File: config.mk
export PLATFORM = sky130hd
export DESIGN_NAME = moore_seq_detector_param
export DESIGN_NICKNAME = d
export VERILOG_FILES = /design/src/rtl/moore_seq_detector_param.sv
export SDC_FILE = /design/constraint.sdc
export NUM_CORES = 1
export LEC_CHECK = 0
export ABC_AREA = 1
export CAP_MARGIN = 20
export CORE_UTILIZATION = 40
export DETAILED_ROUTE_END_ITERATION = 8
export PLACE_DENSITY = 0.65
export REMOVE_ABC_BUFFERS = 1
export SYNTH_ARGS = -nofsm -noshare
export SYNTH_HDL_FRONTEND = slang
export SYNTH_SLANG_ARGS = --single-unit
File: constraint.sdc
create_clock -name clk -period 3.11 [get_ports clk]
set_input_delay 0.622 -clock clk [delete_from_list [all_inputs] [get_ports clk]]
set_output_delay 0.622 -clock clk [all_outputs]
set_load 0.02 [all_outputs]
File: src/rtl/moore_seq_detector_param.sv
// moore_seq_detector_param
//   Moore-type serial pattern detector with a runtime-programmable PAT_LEN-bit
//   pattern. It supports overlapping or restart-after-match operation, a sample
//   enable, a saturating match counter and a progress output.
//
//   Ports
//     clk        rising-edge clock for all logic
//     rst        synchronous reset, active-high
//     en         data_in is accepted on an edge only while en=1
//     data_in    serial data bit
//     cfg_load   latch pattern/overlap and restart matching; data_in is ignored
//     pattern    new pattern; bit [PAT_LEN-1] is the first bit received
//     overlap    1 = overlapping matches, 0 = restart after each match
//     cnt_clr    clear match_cnt; it reads 1 if the same edge enters DETECTED
//     detected   1 while the FSM is in DETECTED
//     progress   matched prefix length; PAT_LEN in DETECTED. It is the state
//                encoding itself, so it doubles as the FSM state debug view.
//     match_cnt  number of DETECTED entries, saturating
//
//   Handshake: a bit transfers on a rising edge when en=1 and neither rst nor
//   cfg_load is high. There is no back-pressure; the detector always accepts.
module moore_seq_detector_param #(
  parameter int                 PAT_LEN = 4,
  parameter logic [PAT_LEN-1:0] PAT_RST = 4'b1101,
  parameter int                 CNT_W   = 8
) (
  input  logic                           clk,
  input  logic                           rst,
  input  logic                           en,
  input  logic                           data_in,
  input  logic                           cfg_load,
  input  logic [PAT_LEN-1:0]             pattern,
  input  logic                           overlap,
  input  logic                           cnt_clr,
  output logic                           detected,
  output logic [$clog2(PAT_LEN+1)-1:0]   progress,
  output logic [CNT_W-1:0]               match_cnt
);

  localparam int SW = $clog2(PAT_LEN + 1);

  // MATCH_k is encoded as the value k, so only the two end points are named.
  typedef enum logic [SW-1:0] {
    MATCH_0  = '0,
    DETECTED = SW'(PAT_LEN)
  } state_e;

  state_e             state;
  state_e             state_d;
  logic [PAT_LEN-1:0] pat_q;
  logic               ovl_q;
  logic [CNT_W-1:0]   cnt_q;
  logic [CNT_W-1:0]   cnt_d;
  logic               state_legal;
  logic [SW-1:0]      state_bits;
  logic [SW-1:0]      cur_len;
  logic [SW-1:0]      nxt_len;
  logic               entry;

  // Next matched length after appending bit b to the first p pattern bits.
  // The fallback is the longest suffix of that sequence that is also a prefix
  // of the pattern, so only the pattern and the current length are needed.
  function automatic logic [SW-1:0] next_len(
    input logic [SW-1:0]      p,
    input logic               b,
    input logic [PAT_LEN-1:0] pat
  );
    logic [PAT_LEN:0] s;
    int               pi;
    int               best;
    int               idx;
    logic             ok;
    pi = int'(p);
    for (int i = 0; i < PAT_LEN; i++) begin
      s[i] = (i < pi) ? pat[PAT_LEN-1-i] : ((i == pi) ? b : 1'b0);
    end
    s[PAT_LEN] = (pi == PAT_LEN) ? b : 1'b0;
    best = 0;
    for (int n = 1; n <= PAT_LEN; n++) begin
      if (n <= pi + 1) begin
        ok = 1'b1;
        for (int j = 0; j < PAT_LEN; j++) begin
          if (j < n) begin
            idx = pi + 1 - n + j;
            if (s[idx[SW-1:0]] != pat[PAT_LEN-1-j]) ok = 1'b0;
          end
        end
        if (ok) best = n;
      end
    end
    return SW'(best);
  endfunction

  assign state_bits  = state;
  assign state_legal = (state <= DETECTED);

  // A held DETECTED continues from PAT_LEN when overlapping and from zero when not.
  always_comb begin
    cur_len = state_bits;
    if (state == DETECTED) cur_len = ovl_q ? SW'(PAT_LEN) : '0;
  end

  assign nxt_len = next_len(cur_len, data_in, pat_q);

  always_comb begin
    state_d = state;
    cnt_d   = cnt_q;
    entry   = 1'b0;
    if (cfg_load) begin
      state_d = MATCH_0;
    end else if (!state_legal) begin
      state_d = MATCH_0;
    end else if (en) begin
      state_d = state_e'(nxt_len);
      entry   = (nxt_len == SW'(PAT_LEN));
    end
    if (cnt_clr) begin
      cnt_d = entry ? CNT_W'(1) : '0;
    end else if (entry && (cnt_q != {CNT_W{1'b1}})) begin
      cnt_d = cnt_q + CNT_W'(1);
    end
  end

  always_ff @(posedge clk) begin
    if (rst) begin
      state <= MATCH_0;
      pat_q <= PAT_RST;
      ovl_q <= 1'b1;
      cnt_q <= '0;
    end else begin
      state <= state_d;
      cnt_q <= cnt_d;
      if (cfg_load) begin
        pat_q <= pattern;
        ovl_q <= overlap;
      end
    end
  end

  assign detected  = (state == DETECTED);
  assign progress  = state_legal ? state_bits : '0;
  assign match_cnt = cnt_q;

endmodule

==> flow_summary.ini, run 1 <==
[setup_path]
timing.critical_path.arrival_ns = 2.83
start_kind = flip-flop
cp_max_fo = 6
cp_data_required_time_ns = 3.25
timing.critical_path.cells = inv_1, ha_1, nand2_2, inv_2, nor2_2, inv_1, ha_1, inv_2, nor2_1, nand2_1, nand3_1, nand2_1, nand2_2, nand3_2, nand2_1, nand2_1, nor2_4, nand3_2, nor2_4, nand3_1, nand2_1, nor2_1
cp.buffers_inverters = 4
criticalPathCategory = reg -> reg
crit_path_top_delay_cell = dfxtp_2
critical_path.max_stage_delay_ns = 0.34
cpMostUsedCell = nand2_1
critPathTopFamily = simple AND/OR/NAND/NOR gates
setup.worst_path.end_class = flip-flop
ff2ff_setup_slack_ns = 0.42
setup.worst_path.start = state[1]
r2r-start = state[1]
timing.reg2reg.worst_path_depth = 22
r2r_end = match_cnt[2]

[power_and_ir_drop]
power.share.clock_pct = 30.3
p_leak_nw = 0.798
power_frac_seq_pct = 44.3
irDropWorstVdd_uv = 205
p_sw_share_pct = 29.8
switchingPower_mw = 0.147
power.density_cell_area_mw_per_mm2 = 273
p_comb_share_pct = 25.4
power.internal_mw = 0.347
total_power_mw = 0.495

[yosys]
post_synth_xor_area_fraction_pct = 5.83
ys_seq_elements = 16
synth.distinct_cells = 29
synth_sequential_area_ratio_pct = 21.3
syn_area_per_cell_um2 = 6.86
synth_top_family_by_area = simple AND/OR/NAND/NOR gates
yosys.area_share.adder_pct = 9.17
syn_area_mm2 = 0.00150
ys_async_sr_fraction_pct = 0
synth_mux_area_share_pct = 0
synth_enable_flop_cells = 0
ys_warn_count = 0
synth-compound-area-share_pct = 10.2
post_synth_inst_count = 219
synth_simple_gate_area_share_pct = 44.2
synth-main-ff-cell = dfxtp_1

[route]
route.vias.total = 1471
vias_per_cell = 5.07
wire_per_inst_um = 12.1
antenna_violating_nets_post_route = 0
firstDrtPassIters = 4
initialDrtViolationCount = 124
drc = 0
routed_wirelength_um = 3510

[global_route]
antenna_found_initial = 0
grt_pass1_vias = 1320
grt.total_usage_pct = 19.1
global_route_wire_length_before_repair_um = 6130
maximum_number_of_pins_on_one_net_before_global_route_repair = 12
gr_overflow_total = 0

[timing]
hold_violations = 0
setup_viol = 0
final_period_minus_worst_setup_slack_ns = 2.69
finalClockSkew_ns = 0.00470
max_clock_freq_mhz = 371
rsz_0062_raised_after_global_routing = no
final_worst_path_cycle_share_pct = 86.6
timing.max_slew.rel_slack_pct = 61.9
pin_slew_with_the_least_headroom_to_its_limit_ns = 0.567
final_report_max_slew_violation_count = 0
fin_setup_tns_ns = 0
fin_worst_hold_slack_ns = 0.507

[clocking]
clockBufferDepth = 2
cts_resized = 0
cts.sinks = 16
clock_latency_on_the_worst_skew_pair_ns = 0.24
postCtsHoldBufs = 0
clkTransAtPathRegs_ns = 0.06
master_cell_of_the_clock_root_buffer = clkbuf_8
cts_tree = yes
cts_htree_levels = 1
post_cts.repair.setup_buffers = 0
cts_buffers = 3

[floorplanning]
die_x_um = 63.3
die-area_mm2 = 0.00400
floorplan.initialDensity_pct = 43.3
count_of_boundary_i_o_pins = 23
chipHeight_um = 63.3
core_region_area_mm2 = 0.00347
num_rows = 21

[min_path]
min_delay_path_depth = 2
min-delay-path-class = reg -> reg
worst_hold_path.endpoint = state[1]
worst_hold_startpoint = state[1]

[place]
gp_congestion = 0.926
dp.final_hpwl_um = 2880
numPortBuffers = 22

[cells_and_area]
drive_gt1_share_pct = 18.0
number_of_nets_in_the_layout = 268
syn_to_final_growth_pct = 20.7
antenna_cells = 0

[outcome]
outcome = complete, no violations

[job]
max_cap_violations = 0
## cell usage in the layout (no fill, tap or decap), types with 2 or more instances in the layout
| cell | Yosys | final |
|---|---|---|
| nand2_1 | 39 | 39 |
| nand3_1 | 28 | 28 |
| inv_1 | 25 | 24 |
| clkdlybuf4s50_1 | 0 | 22 |
| nor2_1 | 19 | 19 |
| a21oi_1 | 17 | 17 |
| nand2_2 | 15 | 15 |
| dfxtp_1 | 16 | 15 |
| ha_1 | 11 | 11 |
| xor2_1 | 9 | 9 |
| nand3_2 | 8 | 8 |
| o21ai_0 | 7 | 7 |
| nand4_1 | 4 | 4 |
| inv_2 | 2 | 3 |
| nor2_4 | 3 | 3 |
| clkbuf_8 | 1 | 3 |
| buf_4 | 1 | 3 |
| nor3_1 | 2 | 2 |
## Yosys cell counts (2+ instances only)
master,count,area [µm²]
a21oi_1,17,85.1
dfxtp_1,16,320
ha_1,11,138
inv_1,25,93.8
inv_2,2,7.51
nand2_1,39,146
nand2_2,15,93.8
nand3_1,28,140
nand3_2,8,80.1
nand4_1,4,25.0
nor2_1,19,71.3
nor2_4,3,33.8
nor3_1,2,10.0
o21ai_0,7,35.0
xor2_1,9,78.8
## logic make-up (layout without fill, tap and decap cells)
| logic type | after synthesis | in the layout |
|---|---|---|
| flops | 16 | 16 |
| compound gates | 28 | 28 |
| fa+ha+maj | 11 | 11 |
| buf+inv | 31 | 56 |
| simple gates | 123 | 123 |
| xor+xnor | 10 | 10 |
## metal layers
metal / GRT usage (%) / part of all wire [%] / vias up
met5: 0 / 0 / -
met4: 3.41 / 0.48 / 0
met3: 2.72 / 5.1 / 2
met2: 29.2 / 44 / 43
met1: 28.2 / 51 / 660
li1: - / - / 766
## worst max-delay path by stage
stage	end	slack [ns]	cells past startpoint
2_1_floorplan	match_cnt[2]	0.24	21
4_1_cts	match_cnt[2]	0.30	21
6_report	match_cnt[2]	0.42	22
3_5_place_dp	match_cnt[2]	0.31	21
3_3_place_gp	match_cnt[2]	0.38	21
5_1_grt	match_cnt[1]	0.06	20
## worst reg2reg max path, stage by stage (launching register included)
cell	delay (ns)
dfxtp_2	0.34
inv_1	0.07
ha_1	0.21
nand2_2	0.10
inv_2	0.08
nor2_2	0.04
inv_1	0.09
ha_1	0.21
inv_2	0.08
nor2_1	0.10
nand2_1	0.09
nand3_1	0.12
nand2_1	0.08
nand2_2	0.08
nand3_2	0.10
nand2_1	0.07
nand2_1	0.08
nor2_4	0.17
nand3_2	0.11
nor2_4	0.16
nand3_1	0.08
nand2_1	0.06
nor2_1	0.04
## flip-flops by register name, summed over array words and instances (netlist names)
| register | flops |
|---|---|
| match_cnt | 8 |
| state | 3 |
| pat_q | 4 |
| ovl_q | 1 |
## stage by stage
stage	utilization, %	area (µm²)	instances	setup slack [ns]
after detailed placement	51.0	1770	287	0.308
final	52.2	1810	290	0.418
after global routing	52.2	1810	290	0.0628
after CTS	52.2	1810	290	0.299
after floorplan	-	1470	216	0.244
after global placement	51.0	1770	287	0.377
## power groups by stage
stage | combinational [mW] | sequential (mW) | clock (mW)
2_1_floorplan | 0.0828 | 0.223 | 0
3_3_place_gp | 0.126 | 0.223 | 0
3_5_place_dp | 0.125 | 0.223 | 0
4_1_cts | 0.125 | 0.219 | 0.156
5_1_grt | 0.140 | 0.219 | 0.166
6_report | 0.126 | 0.219 | 0.150
## area by class of cell
cell class | instances | area, µm²
clock buffer | 3 | 41.3
fill | 369 | 1660
inverter | 28 | 108
multi-input combinational | 172 | 1040
sequential | 16 | 322
tap | 46 | 57.6
timing repair buffer | 25 | 243
Power figures use the tool's default switching activity.
==> run 2: changes to the inputs <==
--- a/config.mk
+++ b/config.mk
@@ -10,7 +10,7 @@
 export CORE_UTILIZATION = 40
 export DETAILED_ROUTE_END_ITERATION = 8
 export PLACE_DENSITY = 0.65
-export REMOVE_ABC_BUFFERS = 1
+export SKIP_LAST_GASP = 1
 export SYNTH_ARGS = -nofsm -noshare
 export SYNTH_HDL_FRONTEND = slang
 export SYNTH_SLANG_ARGS = --single-unit
==> flow_summary.ini, run 2 (same netlist as run 1, synthesis figures left out) <==
[setup_path]
cp_max_fo = 6
setup.worst_path.end_class = flip-flop
criticalPathCategory = reg -> reg
cp_data_required_time_ns = 3.25
timing.critical_path.arrival_ns = 2.87
start_kind = flip-flop

[clocking]
clkTransAtPathRegs_ns = 0.07
cts_htree_levels = 1
post_cts.repair.setup_buffers = 0
master_cell_of_the_clock_root_buffer = clkbuf_8
postCtsHoldBufs = 0
cts_tree = yes
clock_latency_on_the_worst_skew_pair_ns = 0.25
cts_buffers = 3
clockBufferDepth = 2
cts.sinks = 16

[cells_and_area]
drive_gt1_share_pct = 18.4
filler_cell_count = 344
mostFrequentLayoutCell = nand2_1
syn_to_final_growth_pct = 21.3
most-common-layout-cells = nand2_1, nand3_1, inv_1, clkdlybuf4s50_1, nor2_1
largest_reg_flops = 8
number_of_nets_in_the_layout = 267
antenna_cells = 0
finish.utilization_pct = 52.5
cell_area_after_layout_mm2 = 0.00182

[power_and_ir_drop]
p_comb_share_pct = 23.4
p_sw_share_pct = 29.7
switchingPower_mw = 0.158
power.density_cell_area_mw_per_mm2 = 292
power.share.clock_pct = 35.4
power.internal_mw = 0.374
total_power_mw = 0.532
power_frac_seq_pct = 41.3
p_leak_nw = 0.802
irDropWorstVdd_uv = 144

[place]
dp.final_hpwl_um = 2750
place_area_mm2 = 0.00176
gp_congestion = 0.886
numPortBuffers = 22

[timing]
hold_violations = 0
max_clock_freq_mhz = 366
setup_viol = 0
timing.max_slew.rel_slack_pct = 60.8
fin_setup_tns_ns = 0
final_worst_path_cycle_share_pct = 87.9
final_report_max_slew_violation_count = 0
final_period_minus_worst_setup_slack_ns = 2.73
pin_slew_with_the_least_headroom_to_its_limit_ns = 0.583
finalClockSkew_ns = 0.00605
rsz_0062_raised_after_global_routing = no

[outcome]
outcome = complete, no violations

[floorplanning]
chipHeight_um = 63.3
count_of_boundary_i_o_pins = 23
die-area_mm2 = 0.00400
core_region_area_mm2 = 0.00347
die_x_um = 63.3
floorplan.initialDensity_pct = 43.3
num_rows = 21

[job]
max_cap_violations = 0

[route]
wire_per_inst_um = 11.5
firstDrtPassIters = 4
vias_per_cell = 4.91
drc = 0
routed_wirelength_um = 3330
antenna_violating_nets_post_route = 0
initialDrtViolationCount = 65
route.vias.total = 1424

[global_route]
gr_overflow_total = 0
global_route_wire_length_before_repair_um = 5940
antenna_found_initial = 0
grt.total_usage_pct = 18.6
maximum_number_of_pins_on_one_net_before_global_route_repair = 12
grt_pass1_vias = 1350

[yosys]
synth_nets = 241

[min_path]
min-delay-path-class = reg -> reg
==> run 2: cell count changes in the layout (fill, tap and decap cells not counted), sizes merged <==
cell	previous run	this run
buf	3	2
clkbuf	3	4
==> run 2: power groups by stage <==
stage	sequential [mW]	combinational, mW	clock (mW)
floorplan	0.223	0.0885	0
global placement	0.224	0.125	0
detailed placement	0.224	0.124	0
CTS	0.219	0.124	0.194
global route	0.220	0.140	0.205
finish	0.219	0.124	0.188
==> run 2: worst max-delay path: stages, from the launching register on <==
cell,delay [ns]
dfxtp_2,0.38
inv_2,0.08
ha_2,0.20
nand2_2,0.10
inv_2,0.05
nor2_2,0.09
inv_1,0.08
ha_1,0.22
inv_1,0.16
nand2_1,0.12
nand3_2,0.10
nand2_2,0.06
nand2_2,0.09
nand3_4,0.11
nand2_2,0.08
nand2_2,0.06
nor2_4,0.18
nand3_2,0.12
nor2_4,0.16
nand3_1,0.08
nand2_1,0.06
nor2_1,0.04
==> run 2: layer usage <==
metal  global-route usage (%)  vias up  part of all wire [%]  wire, µm
met2                     30.4       26                    45      1490
met3                     2.36        2                   2.8        94
met4                     5.40        0                  0.51        17
li1                         -      763                     -         -
met1                     25.3      633                    52      1730
met5                        0        -                     0         0
==> run 2: final timing paths <==
| kind | start | endpoint | slack [ns] | cells past startpoint |
|---|---|---|---|---|
| hold reg to reg | ovl_q | ovl_q | 0.50 | 2 |
| setup reg to reg | state[1] | match_cnt[2] | 0.38 | 21 |
| setup / recovery | state[1] | match_cnt[2] | 0.38 | 21 |
| hold / removal | ovl_q | ovl_q | 0.50 | 2 |
==> run 2: repair_timing <==
| action | 4_1_cts | 5_1_grt |
|---|---|---|
| endpoints found under the hold margin | 0 | 0 |
| endpoints found under the setup margin | 0 | 10 |
| resized for setup | 0 | 3 |
==> run 2: layout make-up <==
cell class              count  area [µm²]  share of cell area (%)
well taps                  46        57.6                    3.16
flip-flops and latches     16         322                    17.7
multi-input cells         172        1040                    57.3
clock buffers               4        55.1                    3.02
inverters                  28         108                    5.91
repair buffers             24         235                    12.9
==> run 2: through the flow <==
step	setup WS (ns)	std cells	hold WS, ns
4_1_cts	0.221	290	0.501
5_1_grt	0.0221	290	0.552
2_1_floorplan	0.288	219	0.461
6_report	0.377	290	0.498
3_3_place_gp	0.325	286	0.490
3_5_place_dp	0.247	286	0.490
